### config.mk
export PLATFORM = sky130hd
export DESIGN_NAME = video_timing_multimode
export DESIGN_NICKNAME = d
export VERILOG_FILES = /design/src/rtl/video_timing_multimode.sv
export SDC_FILE = /design/constraint.sdc
export NUM_CORES = 1
export LEC_CHECK = 0
export CORE_MARGIN = 4
export CORE_UTILIZATION = 40
export CTS_CLUSTER_SIZE = 30
export DETAILED_ROUTE_END_ITERATION = 12
export RECOVER_POWER = 100
export SETUP_SLACK_MARGIN = 0.15
export SLEW_MARGIN = 20
export SYNTH_ARGS = -nofsm -noshare
export SYNTH_HDL_FRONTEND = slang
export SYNTH_SLANG_ARGS = --single-unit
### constraint.sdc
create_clock -name clk_i -period 3.7 [get_ports clk_i]
set_input_delay 0.37 -clock clk_i [delete_from_list [all_inputs] [get_ports clk_i]]
set_output_delay 0.37 -clock clk_i [all_outputs]
set_load 0.05 [all_outputs]
### src/rtl/video_timing_multimode.sv
// rtl/video_timing_multimode.sv - multi-mode raster timing generator with frame-boundary mode switching
// Optional colour-bar pattern output rgb_o when VTM_TPG_EN is defined.
module video_timing_multimode #(
  parameter int NMODES = 2,
  parameter int CW = 12,
  parameter int FCW = 8,
  parameter logic [NMODES*CW-1:0] H_ACTIVE = {12'd1920, 12'd1280},
  parameter logic [NMODES*CW-1:0] H_FP     = {12'd88,   12'd110},
  parameter logic [NMODES*CW-1:0] H_SYNC   = {12'd44,   12'd40},
  parameter logic [NMODES*CW-1:0] H_BP     = {12'd148,  12'd220},
  parameter logic [NMODES*CW-1:0] V_ACTIVE = {12'd1080, 12'd720},
  parameter logic [NMODES*CW-1:0] V_FP     = {12'd4,    12'd5},
  parameter logic [NMODES*CW-1:0] V_SYNC   = {12'd5,    12'd5},
  parameter logic [NMODES*CW-1:0] V_BP     = {12'd36,   12'd20},
  parameter logic [NMODES-1:0]    SYNC_POL = {1'b1, 1'b1},
  parameter int RST_MODE = 0,
  localparam int MW = (NMODES > 1) ? $clog2(NMODES) : 1
) (
  input  logic           clk_i,
  input  logic           rst_n_i,
  input  logic           en_i,
  input  logic [MW-1:0]  mode_i,
  input  logic           mode_req_i,
  output logic [MW-1:0]  mode_o,
  output logic           mode_ack_o,
  output logic           mode_err_o,
  output logic           hs_o,
  output logic           vs_o,
  output logic           de_o,
  output logic [CW-1:0]  hcount_o,
  output logic [CW-1:0]  vcount_o,
  output logic           sof_o,
  output logic [FCW-1:0] frame_cnt_o
`ifdef VTM_TPG_EN
  ,
  output logic [23:0]    rgb_o
`endif
);

  typedef enum logic {IDLE, PENDING} req_state_t;

  req_state_t state_q, state_d;
  logic [MW-1:0] mode_q, mode_d, pend_q, pend_d, target;
  logic [CW-1:0] h_q, h_d, v_q, v_d;
  logic          sw_q, sw_d, wrap_q;

  logic [CW-1:0] ha, va, ht, vt, hs_beg, hs_end, vs_beg, vs_end;
  logic          pol, req_ok, req_bad, frame_end, apply;
  logic          sof_now, de_now, hs_win, vs_win;

  function automatic logic [CW-1:0] fld(input logic [NMODES*CW-1:0] tbl, input logic [MW-1:0] m);
    return tbl[int'(m)*CW +: CW];
  endfunction

  always_comb begin
    ha     = fld(H_ACTIVE, mode_q);
    va     = fld(V_ACTIVE, mode_q);
    hs_beg = ha + fld(H_FP, mode_q);
    hs_end = hs_beg + fld(H_SYNC, mode_q);
    ht     = hs_end + fld(H_BP, mode_q);
    vs_beg = va + fld(V_FP, mode_q);
    vs_end = vs_beg + fld(V_SYNC, mode_q);
    vt     = vs_end + fld(V_BP, mode_q);
    pol    = SYNC_POL[mode_q];
  end

  assign req_ok    = mode_req_i && (int'(mode_i) < NMODES);
  assign req_bad   = mode_req_i && !(int'(mode_i) < NMODES);
  assign frame_end = en_i && (h_q == ht - 1'b1) && (v_q == vt - 1'b1);
  assign sof_now   = en_i && (h_q == '0) && (v_q == '0);
  assign de_now    = en_i && (h_q < ha) && (v_q < va);
  assign hs_win    = en_i && (h_q >= hs_beg) && (h_q < hs_end);
  assign vs_win    = en_i && (v_q >= vs_beg) && (v_q < vs_end);

  // A request arriving on the frame-end cycle itself is applied at that boundary.
  always_comb begin
    state_d = state_q;
    pend_d  = pend_q;
    mode_d  = mode_q;
    h_d     = h_q;
    v_d     = v_q;
    sw_d    = 1'b0;
    target  = req_ok ? mode_i : pend_q;
    apply   = ((state_q == PENDING) && (!en_i || frame_end)) || (req_ok && frame_end);
    if (apply) begin
      mode_d  = target;
      h_d     = '0;
      v_d     = '0;
      sw_d    = 1'b1;
      state_d = IDLE;
    end else begin
      if (req_ok) begin
        state_d = PENDING;
        pend_d  = mode_i;
      end
      if (en_i) begin
        if (h_q == ht - 1'b1) begin
          h_d = '0;
          v_d = (v_q == vt - 1'b1) ? '0 : v_q + 1'b1;
        end else begin
          h_d = h_q + 1'b1;
        end
      end
    end
  end

  always_ff @(posedge clk_i or negedge rst_n_i) begin
    if (!rst_n_i) begin
      state_q <= IDLE;
      pend_q  <= '0;
      mode_q  <= MW'(RST_MODE);
      h_q     <= '0;
      v_q     <= '0;
      sw_q    <= 1'b0;
    end else begin
      state_q <= state_d;
      pend_q  <= pend_d;
      mode_q  <= mode_d;
      h_q     <= h_d;
      v_q     <= v_d;
      sw_q    <= sw_d;
    end
  end

  // wrap_q carries a completed frame forward so the count steps together with sof_o.
  always_ff @(posedge clk_i or negedge rst_n_i) begin
    if (!rst_n_i) begin
      hcount_o    <= '0;
      vcount_o    <= '0;
      de_o        <= 1'b0;
      hs_o        <= ~SYNC_POL[RST_MODE];
      vs_o        <= ~SYNC_POL[RST_MODE];
      sof_o       <= 1'b0;
      mode_o      <= MW'(RST_MODE);
      mode_ack_o  <= 1'b0;
      mode_err_o  <= 1'b0;
      frame_cnt_o <= '0;
      wrap_q      <= 1'b0;
    end else begin
      hcount_o   <= h_q;
      vcount_o   <= v_q;
      de_o       <= de_now;
      hs_o       <= hs_win ? pol : ~pol;
      vs_o       <= vs_win ? pol : ~pol;
      sof_o      <= sof_now;
      mode_o     <= mode_q;
      mode_ack_o <= sw_q;
      mode_err_o <= req_bad;
      if (frame_end) begin
        wrap_q <= 1'b1;
      end else if (sof_now) begin
        wrap_q <= 1'b0;
      end
      if (sof_now && wrap_q) begin
        frame_cnt_o <= frame_cnt_o + 1'b1;
      end
    end
  end

`ifdef VTM_TPG_EN
  logic [CW-1:0] bar_w, bar_px_q, bar_px_d;
  logic [3:0]    bar_idx_q, bar_idx_d;

  function automatic logic [23:0] bar_rgb(input logic [3:0] idx);
    case (idx)
      4'd0:    return 24'hFFFFFF;
      4'd1:    return 24'hFFFF00;
      4'd2:    return 24'h00FFFF;
      4'd3:    return 24'h00FF00;
      4'd4:    return 24'hFF00FF;
      4'd5:    return 24'hFF0000;
      4'd6:    return 24'h0000FF;
      default: return 24'h000000;
    endcase
  endfunction

  // Bar position tracks h incrementally; index 8 marks the black remainder.
  always_comb begin
    bar_w     = ha >> 3;
    bar_px_d  = bar_px_q;
    bar_idx_d = bar_idx_q;
    if (h_d == '0) begin
      bar_px_d  = '0;
      bar_idx_d = '0;
    end else if (h_d != h_q) begin
      if (bar_px_q == bar_w - 1'b1) begin
        bar_px_d = '0;
        if (bar_idx_q != 4'd8) begin
          bar_idx_d = bar_idx_q + 1'b1;
        end
      end else begin
        bar_px_d = bar_px_q + 1'b1;
      end
    end
  end

  always_ff @(posedge clk_i or negedge rst_n_i) begin
    if (!rst_n_i) begin
      bar_px_q  <= '0;
      bar_idx_q <= '0;
      rgb_o     <= '0;
    end else begin
      bar_px_q  <= bar_px_d;
      bar_idx_q <= bar_idx_d;
      rgb_o     <= (de_now && (bar_w != '0)) ? bar_rgb(bar_idx_q) : 24'h000000;
    end
  end
`endif

endmodule

==> impl_metrics.ini <==
[floorplan]
core_region_area_mm2 = 0.00830
io_pins = 44
initial_utilization = 0.415
rows = 33
die-area_mm2 = 0.0101
die_h_um = 101
dieWidth_um = 101

[synth]
yosys_warnings = 0
synth_area_mm2 = 0.00344
synth-edff-count = 0
synth.most_common_cell = dfrtp_1
ys_seq_area_frac = 0.487
yosysTopAreaCell = dfrtp_1
synth_top_cell_area_share = 0.487
yosysUniqueCellTypes = 60
ys_top_cells_by_area = dfrtp_1, ha_1, nor2_1
ys_ff_latch = 67
syn_avg_cell_area_um2 = 10.7
yosys-top-cells-count = dfrtp_1, ha_1, nor2_1
synth_fp_nets = 354
ys_dominant_reg_cell = dfrtp_1
synthCells = 321
async_flop_share = 1.00

[placement]
gp_congestion = 0.981
portBuffers = 42
dpl.hpwl_mm = 5.72

[sta]
fin_skew_ns = 0.0139
timing.fmax_mhz = 323
period_minus_slack_ns = 3.10
finalSetupViolCount = 0
final_hold_viol_count = 0
timing.setup.tns_ns = 0
whs_ns = 0.361
rsz0062_at_grt = false
timing.slew.headroom = -0.0449
tightest_slew_ns = 1.57
finalMaxSlewViolations = 29
fin_crit_sh = 0.837

[final_layout]
n_antenna_cell = 0
syn_to_final_growth_pct = 20.5
n_fill_cell = 767
fin_nets = 398
layout-drive-gt1-share = 0.0892
regArea_mm2 = 0.00168
multi_input_area_mm2 = 0.00164

[setup_path]
regToRegStartpoint = mode_q
reg2reg_slack_ns = 0.60
cp.arrival_ns = 3.33
crit_end = v_q[9]
rr_endpoint = v_q[9]
startpoint_type = flip-flop
crit_fanout = 10
cp-end-kind = flip-flop
r2r_cells = 7
critical_path_class = reg -> reg
cp.required_ns = 3.93
startpoint = mode_q

[power_and_ir_drop]
share_seq_of_total_power = 0.412
swShare = 0.359
ir_drop_uv = 256
switchingPower_uw = 788
cellLeakagePower_uw = 0.00198
pwr-share-comb = 0.273
pwr_density_cell_mw_per_mm2 = 530
internal-power_uw = 1410
p_clk_frac = 0.314

[clock_network]
htreeDepth = 3
cts.sinks = 67
clk_latency_ns = 0.35
clockRootBuffer = clkbuf_8
cts_resized = 0
postCtsSetupBuffers = 0
postCtsHoldBufs = 0
path_clk_slew_ns = 0.08
clk_path_buf_depth = 2
cts_tree = yes
cts_buffers = 9

[route]
routed-via-count = 2679
routed_via_density = 5.64
wire_per_inst_um = 17.3
firstDrtPassIters = 4
drc_errors = 0
first_iter_violations = 164
antenna_left = 0
routed_wl_mm = 8.19

[hold_path]
hold_path.startpoint = sw_q
min_path_type = reg -> reg

[global_route]
grt_pass1_wl_mm = 13.9
grt-ovfl-total = 0
antenna_found_initial = 0
grt_max_degree = 41
grt_pass1_vias = 2697
grt.total_usage = 0.176

[run_status]
violations = max-capacitance violations, max-slew violations
outcome = finished, violations left

[flow_run]
cap_violations = 1
==> metal layers <==
layer	global-route usage	share of wire	wire length, µm	vias up
li1	-	-	-	1264
met1	0.243	0.47	3890	1317
met2	0.262	0.46	3760	80
met3	0.0346	0.040	327	18
met4	0.0912	0.026	217	0
met5	0	0	0	-
==> kinds of logic after synthesis <==
logic type | after synthesis | share of synthesized area
DFF | 67 | 0.487
and+or+nand+nor | 124 | 0.213
other | 1 | 0.00109
xor gates and xnor gates | 17 | 0.0433
buffers and inverters | 23 | 0.0298
adders and majority gates | 28 | 0.102
muxes | 6 | 0.0200
AOI/OAI and AO/OA | 55 | 0.104
==> area by class of cell <==
cell class / instances / area share
Clock inverter: 6 / 0.0214
Inverter: 10 / 0.00905
Timing Repair Buffer: 46 / 0.106
Clock buffer: 10 / 0.0332
Multi-Input combinational cell: 231 / 0.395
Sequential cell: 67 / 0.404
Tap cell: 105 / 0.0317
==> how the worst min path moves through the flow <==
stage	end	cells past startpoint
2_1_floorplan	de_o	0
3_3_place_gp	mode_ack_o	0
3_5_place_dp	mode_ack_o	0
4_1_cts	h_q[3]	1
5_1_grt	mode_ack_o	0
6_report	mode_ack_o	0
==> power groups by stage <==
stage | clock (µW) | combinational [µW] | sequential (µW)
2_1_floorplan | 0 | 299 | 1040
3_3_place_gp | 0 | 623 | 921
3_5_place_dp | 0 | 635 | 922
4_1_cts | 707 | 638 | 909
5_1_grt | 741 | 661 | 924
6_report | 691 | 601 | 906
==> critical path, stage by stage (launching register included) <==
cell	delay, ns
dfrtp_1	0.38
inv_1	0.31
ha_1	0.34
or4_1	0.61
nor4_4	0.35
or2_0	0.53
o21ai_0	0.20
a22o_1	0.27
==> metrics by stage <==
stage	utilization	power [µW]	instance area, µm²	setup slack, ns	std cells
3_5_place_dp	0.476	1560	3950	0.880	459
5_1_grt	0.500	2330	4150	0.362	475
6_report	0.500	2200	4150	0.603	475
2_1_floorplan	-	1340	3440	0.784	321
3_3_place_gp	0.476	1540	3950	0.988	459
4_1_cts	0.504	2250	4180	0.855	475
==> state kept, by name (all words and copies together) (netlist names) <==
signal,flops
de_o,1
frame_cnt_o,8
h_q,12
hcount_o,12
hs_o,1
mode_ack_o,1
mode_o,1
mode_q,1
pend_q,1
sof_o,1
state_q,1
sw_q,1
v_q,12
vcount_o,12
vs_o,1
wrap_q,1
==> layout by cell type, fill, tap and decap left out, drive strengths merged, types with 5 or more instances in the layout <==
cell         count
and3             6
nand3            9
dfrtp           67
a31oi            7
xor2             8
o21ai           15
nor2            26
clkbuf          13
xnor2            9
nand2           21
or4              7
nand4           13
nor4             7
ha              28
a21oi           11
nor3             8
inv             10
dlygate4sd3     38
nand2b           5
No activity file was read; power rests on OpenSTA's default activity.
